$ cat src/rtl/serpent_inv_sbox_keymix.sv
// Serpent decryption round stage: column-wise inverse S-box plus subkey XOR,
// registered behind a valid/ready handshake with an optional 2-entry skid buffer.
module serpent_inv_sbox_keymix #(
  parameter bit KEY_XOR = 1'b1,
  parameter bit SKID    = 1'b1
) (
  input  logic        i_clk,
  input  logic        i_rst_n,
  input  logic        i_valid,
  output logic        o_ready,
  input  logic [4:0]  i_round,
  input  logic [31:0] i_word_0,
  input  logic [31:0] i_word_1,
  input  logic [31:0] i_word_2,
  input  logic [31:0] i_word_3,
  input  logic [31:0] i_key_0,
  input  logic [31:0] i_key_1,
  input  logic [31:0] i_key_2,
  input  logic [31:0] i_key_3,
  output logic        o_valid,
  input  logic        i_ready,
  output logic [4:0]  o_round,
  output logic [31:0] o_word_0,
  output logic [31:0] o_word_1,
  output logic [31:0] o_word_2,
  output logic [31:0] o_word_3
);

  // state   | meaning
  // S_EMPTY | nothing held, output invalid
  // S_ONE   | main register holds a result
  // S_TWO   | main and skid both hold results, upstream stalled
  typedef enum logic [1:0] {S_EMPTY, S_ONE, S_TWO} state_t;

  localparam logic [3:0] INV_SBOX [8][16] = '{
    '{4'd13, 4'd3,  4'd11, 4'd0,  4'd10, 4'd6,  4'd5,  4'd12, 4'd1,  4'd14, 4'd4,  4'd7,  4'd15, 4'd9,  4'd8,  4'd2},
    '{4'd5,  4'd8,  4'd2,  4'd14, 4'd15, 4'd6,  4'd12, 4'd3,  4'd11, 4'd4,  4'd7,  4'd9,  4'd1,  4'd13, 4'd10, 4'd0},
    '{4'd12, 4'd9,  4'd15, 4'd4,  4'd11, 4'd14, 4'd1,  4'd2,  4'd0,  4'd3,  4'd6,  4'd13, 4'd5,  4'd8,  4'd10, 4'd7},
    '{4'd0,  4'd9,  4'd10, 4'd7,  4'd11, 4'd14, 4'd6,  4'd13, 4'd3,  4'd5,  4'd12, 4'd2,  4'd4,  4'd8,  4'd15, 4'd1},
    '{4'd5,  4'd0,  4'd8,  4'd3,  4'd10, 4'd9,  4'd7,  4'd14, 4'd2,  4'd12, 4'd11, 4'd6,  4'd4,  4'd15, 4'd13, 4'd1},
    '{4'd8,  4'd15, 4'd2,  4'd9,  4'd4,  4'd1,  4'd13, 4'd14, 4'd11, 4'd6,  4'd5,  4'd3,  4'd7,  4'd12, 4'd10, 4'd0},
    '{4'd15, 4'd10, 4'd1,  4'd13, 4'd5,  4'd3,  4'd6,  4'd0,  4'd4,  4'd9,  4'd14, 4'd7,  4'd2,  4'd12, 4'd8,  4'd11},
    '{4'd3,  4'd0,  4'd6,  4'd13, 4'd9,  4'd14, 4'd15, 4'd8,  4'd5,  4'd12, 4'd11, 4'd7,  4'd10, 4'd1,  4'd4,  4'd2}
  };

  logic [3:0][31:0] w_sbox;
  logic [3:0][31:0] w_key;
  logic [132:0]     w_in;
  logic [132:0]     r_main;
  logic [132:0]     r_skid;
  state_t           r_state;
  state_t           w_next;
  logic             r_ready;
  logic             w_accept;
  logic             w_drain;
  logic             w_load_main;
  logic             w_load_skid;
  logic             w_skid_to_main;

  always_comb begin
    logic [3:0] v_nib;
    logic [3:0] v_sub;
    w_sbox = '0;
    for (int j = 0; j < 32; j++) begin
      v_nib = {i_word_3[j], i_word_2[j], i_word_1[j], i_word_0[j]};
      v_sub = INV_SBOX[i_round[2:0]][v_nib];
      for (int n = 0; n < 4; n++) w_sbox[n][j] = v_sub[n];
    end
  end

  assign w_key = KEY_XOR ? {i_key_3, i_key_2, i_key_1, i_key_0} : '0;
  assign w_in  = {i_round, w_sbox ^ w_key};

  assign o_valid  = (r_state != S_EMPTY);
  assign w_accept = i_valid & o_ready;
  assign w_drain  = o_valid & i_ready;

  generate
    if (SKID) begin : g_skid
      assign o_ready = r_ready;
    end else begin : g_single
      assign o_ready = ~o_valid | i_ready;
    end
  endgenerate

  always_ff @(posedge i_clk or negedge i_rst_n) begin
    if (!i_rst_n) begin
      r_state <= S_EMPTY;
      r_ready <= 1'b1;
    end else begin
      r_state <= w_next;
      r_ready <= (w_next != S_TWO);
    end
  end

  // Without the skid, o_ready in S_ONE implies a drain, so S_TWO is unreachable.
  always_comb begin
    w_next         = r_state;
    w_load_main    = 1'b0;
    w_load_skid    = 1'b0;
    w_skid_to_main = 1'b0;
    case (r_state)
      S_EMPTY: begin
        if (w_accept) begin
          w_next      = S_ONE;
          w_load_main = 1'b1;
        end
      end
      S_ONE: begin
        if (w_accept && w_drain) begin
          w_load_main = 1'b1;
        end else if (w_accept) begin
          w_next      = S_TWO;
          w_load_skid = 1'b1;
        end else if (w_drain) begin
          w_next = S_EMPTY;
        end
      end
      S_TWO: begin
        if (w_drain) begin
          w_next         = S_ONE;
          w_skid_to_main = 1'b1;
        end
      end
      default: w_next = S_EMPTY;
    endcase
  end

  always_ff @(posedge i_clk or negedge i_rst_n) begin
    if (!i_rst_n) begin
      r_main <= '0;
      r_skid <= '0;
    end else begin
      if (w_load_main)         r_main <= w_in;
      else if (w_skid_to_main) r_main <= r_skid;
      if (w_load_skid)         r_skid <= w_in;
    end
  end

  assign o_round  = r_main[132:128];
  assign o_word_0 = r_main[31:0];
  assign o_word_1 = r_main[63:32];
  assign o_word_2 = r_main[95:64];
  assign o_word_3 = r_main[127:96];

endmodule

$ cat config.mk
export PLATFORM = sky130hd
export DESIGN_NAME = serpent_inv_sbox_keymix
export DESIGN_NICKNAME = d
export VERILOG_FILES = /design/src/rtl/serpent_inv_sbox_keymix.sv
export SDC_FILE = /design/constraint.sdc
export NUM_CORES = 2
export LEC_CHECK = 0
export ABC_AREA = 1
export BUFFER_PORTS_ARGS = -buffer_cell sky130_fd_sc_hd__buf_2
export CORE_ASPECT_RATIO = 1.4
export CORE_MARGIN = 8
export CORE_UTILIZATION = 40
export CTS_CLUSTER_SIZE = 10
export DETAILED_ROUTE_END_ITERATION = 8
export PLACE_DENSITY = 0.67
export SYNTH_ARGS = -nofsm -noshare
export SYNTH_HDL_FRONTEND = slang
export SYNTH_SLANG_ARGS = --single-unit
$ cat constraint.sdc
create_clock -name i_clk -period 2.5 [get_ports i_clk]
set_input_delay 0.375 -clock i_clk [delete_from_list [all_inputs] [get_ports i_clk]]
set_output_delay 0.375 -clock i_clk [all_outputs]
set_load 0.1 [all_outputs]
==> out/metrics.cfg <==
[routing]
drtIter0Drc = 6938
viasPerCell = 6.093
wirelength_um = 189900
wl_per_cell_um = 24.46
via_count = 47320
ant_nets = 0
drc_errors = 0
drt_first_pass_iters = 9

[final_layout]
nets = 6901
fin_area_um2 = 40150
syn2layout_area_growth_pct = 18.04
multiInputGateArea_um2 = 23200
nFillCells = 8910
utilization_pct = 47.60
ff_latch_area_um2 = 6733
post_route_cells_drive_above_1_share_pct = 13.28

[synthesis]
synth.distinct_cells = 27
ys.warnings.count = 0
syn_inst = 6397
seq_area_frac_synth_pct = 19.79
yosys_register_bits = 269
ys_top_cells_by_area = nand3_1, nand2_1, dfrtp_1, inv_1, clkbuf_1
synth.avg_cell_area_um2 = 5.317
synth_top_area_cell = nand3_1
synth_nets = 6669
yosysTopAreaCellShare_pct = 29.30
synth_area_um2 = 34010

[critical_path]
crit_fanout = 12
path_class = in2reg
cp.buffers_inverters = 3
crit_slowest_cell = nand3_1
required_ns = 2.99
cp-end-kind = flop
critPathMaxStageDelay_ns = 0.28
path_cells = buf_2 -> buf_4 -> ha_1 -> nand2_2 -> nand2_2 -> buf_12 -> nand2_1 -> nand3_1 -> nand3_1 -> nand3_1 -> nand2_1 -> nand2_1 -> nand3_1 -> nand2_1
cp-start-kind = input pin
path_delay_family = simple AND/OR/NAND/NOR gates
crit_arrival_ns = 2.51

[power_and_ir_drop]
p_seq_share_pct = 23.3
p_int_w = 0.01416
swShare_pct = 58.09
p_leak_nw = 21.54
cellPowerDensity_nw_per_um2 = 841.6
power_frac_comb_pct = 61.7
clkPwrFrac_pct = 15.1
p_switching_w = 0.01963
power.total_w = 0.03379
irDropWorstVdd_uv = 963.8

[clocking]
cts_inserted_buffers = 35
cts_hold_buf = 1
tritoncts = built
clock-sinks = 269
cts_root_buf = clkbuf_16
clk_path_buf_depth = 3
h-tree-depth = 2
cts_setup_buffers = 0
clk-insertion-delay-late_ns = 0.60
cts_repair_resize_count = 0
clkTransAtPathRegs_ns = 0.06

[die]
initial_core_util_pct = 40.33
die_w_um = 262.5
die_area_um2 = 94750
die_height_um = 361.0
core.rowCount = 126
core_region_area_um2 = 84340
io_pins = 400

[sta]
slew_headroom_pct = 49.41
worst_slew_pin_slew_ns = 0.7580
skew_ns = 0.01431
setup_viol = 0
final_max_slew_viol_count = 0
rsz0062_at_grt = false
clock.fmax_mhz = 493.7
hold_viol = 0
period_share_pct = 81.02
timing.final.ws_setup_ns = 0.4745
fin_crit_ns = 2.025

[flow_run]
max-cap-violations = 0

[place]
io_buffers = 399
dpl-instance-area_um2 = 39000
gp_congestion = 1.034
detailed_place_hpwl_um = 130200
preCtsSetupSlack_ns = -0.01549

[global_route]
grt_pass1_vias = 42890
grt_pass1_wl_um = 278200
gr-usage-met3_pct = 10.80
met2_usage_pct = 56.13
gr-usage-all-layers_pct = 37.98
grt_max_degree = 90
grt_overflow = 0
grtUsageMet1_pct = 44.82
grt_most_used_layer = met2
antenna_found_initial = 40

[run_status]
status = complete, no violations

[worst_hold_path]
worstHoldPathType = in2reg

path summary, 6_finish.rpt:
path | start | endpoint | slack, ns | cells past startpoint
worst max-delay path | i_round[0] | r_skid[7]$_DFFE_PN0P_ | 0.47 | 14
worst min-delay path | i_round[3] | r_skid[131]$_DFFE_PN0P_ | 0.002 | 3
worst max register to register | r_state[1]$_DFF_PN0_ | r_main[35]$_DFFE_PN0P_ | 0.58 | 9
worst min register to register | r_skid[132]$_DFFE_PN0P_ | r_skid[132]$_DFFE_PN0P_ | 0.48 | 2
max in group asynchronous | i_rst_n | o_ready$_DFF_PN1_ | 1.38 | 3
min in group asynchronous | i_rst_n | r_skid[94]$_DFFE_PN0P_ | 0.35 | 2
power groups by stage:
| stage | Sequential [W] | Clock (W) | Combinational [W] |
|---|---|---|---|
| 4_1_cts | 0.00781 | 0.00515 | 0.0205 |
| 5_1_grt | 0.00811 | 0.00529 | 0.0219 |
| 6_report | 0.00786 | 0.00509 | 0.0208 |
| 3_5_place_dp | 0.00785 | 0 | 0.0205 |
| 2_1_floorplan | 0.0156 | 0 | 0.00704 |
| 3_3_place_gp | 0.00778 | 0 | 0.0203 |
per-stage QoR:
stage	setup TNS, ns	hold slack, ns	instances
finish	0	0.001901	7765
global placement	0	0.3926	7679
floorplan	0	0.07941	6397
CTS	0	0.008209	7732
detailed placement	-0.02549	0.3940	7679
global route	0	0.01881	7750
cell usage in the layout, fill, tap and decap left out, types with 44 or more instances in the layout:
master   count
dfrtp_1    268
o21ai_0    161
buf_4      275
buf_12      98
nand2_1   2483
nand3_1   1991
inv_1      392
a22o_1     128
nand2_2     44
buf_2      397
a21oi_1    200
layer usage:
| metal | part of all wire (%) | vias up |
|---|---|---|
| met5 | 0.061 | - |
| met4 | 11 | 18 |
| met2 | 41 | 3350 |
| met1 | 35 | 21430 |
| met3 | 13 | 1010 |
| li1 | - | 21510 |
cell type report:
type	instances	area share, %
flip-flops and latches	269	16.77
multi-input cells	5107	57.79
well taps	1088	3.391
repair buffers	772	15.04
diodes	33	0.2057
clock inverters	5	0.2026
inverters	444	4.176
clock buffers	47	2.425
worst reg2reg max path: stages, from the launching register on:
cell	delay (ns)
dfrtp_1	0.41
inv_1	0.12
nor2_1	0.07
nand2_1	0.13
inv_6	0.06
nor2_4	0.16
buf_4	0.50
a22o_1	0.30
inv_1	0.04
nand2_1	0.06
kinds of logic (layout without fill, tap and decap cells):
logic type,count (synthesis),after routing,synth area share [%]
simple gates,4551,4551,58.01
buf+inv,1021,1268,12.23
compound gates,549,549,9.715
flops,269,269,19.79
fa+ha+maj,7,7,0.2575
other cells,0,33,0
synth_stat cells, drive strengths merged:
master / n
inv: 401
dfrtp: 268
a21oi: 200
o211ai: 28
nor3: 1
ha: 7
o21ai: 188
buf: 231
a31oi: 5
nand3b: 6
a22o: 128
nand2: 2533
nand3: 1991
clkbuf: 346
clkinv: 43
nor2: 20
dfstp: 1
state kept, by name (all words and copies together), names as in the netlist:
signal / flops
r_main: 133
o_ready: 1
r_skid: 133
r_state: 2
(Power assumes the default switching activity.)
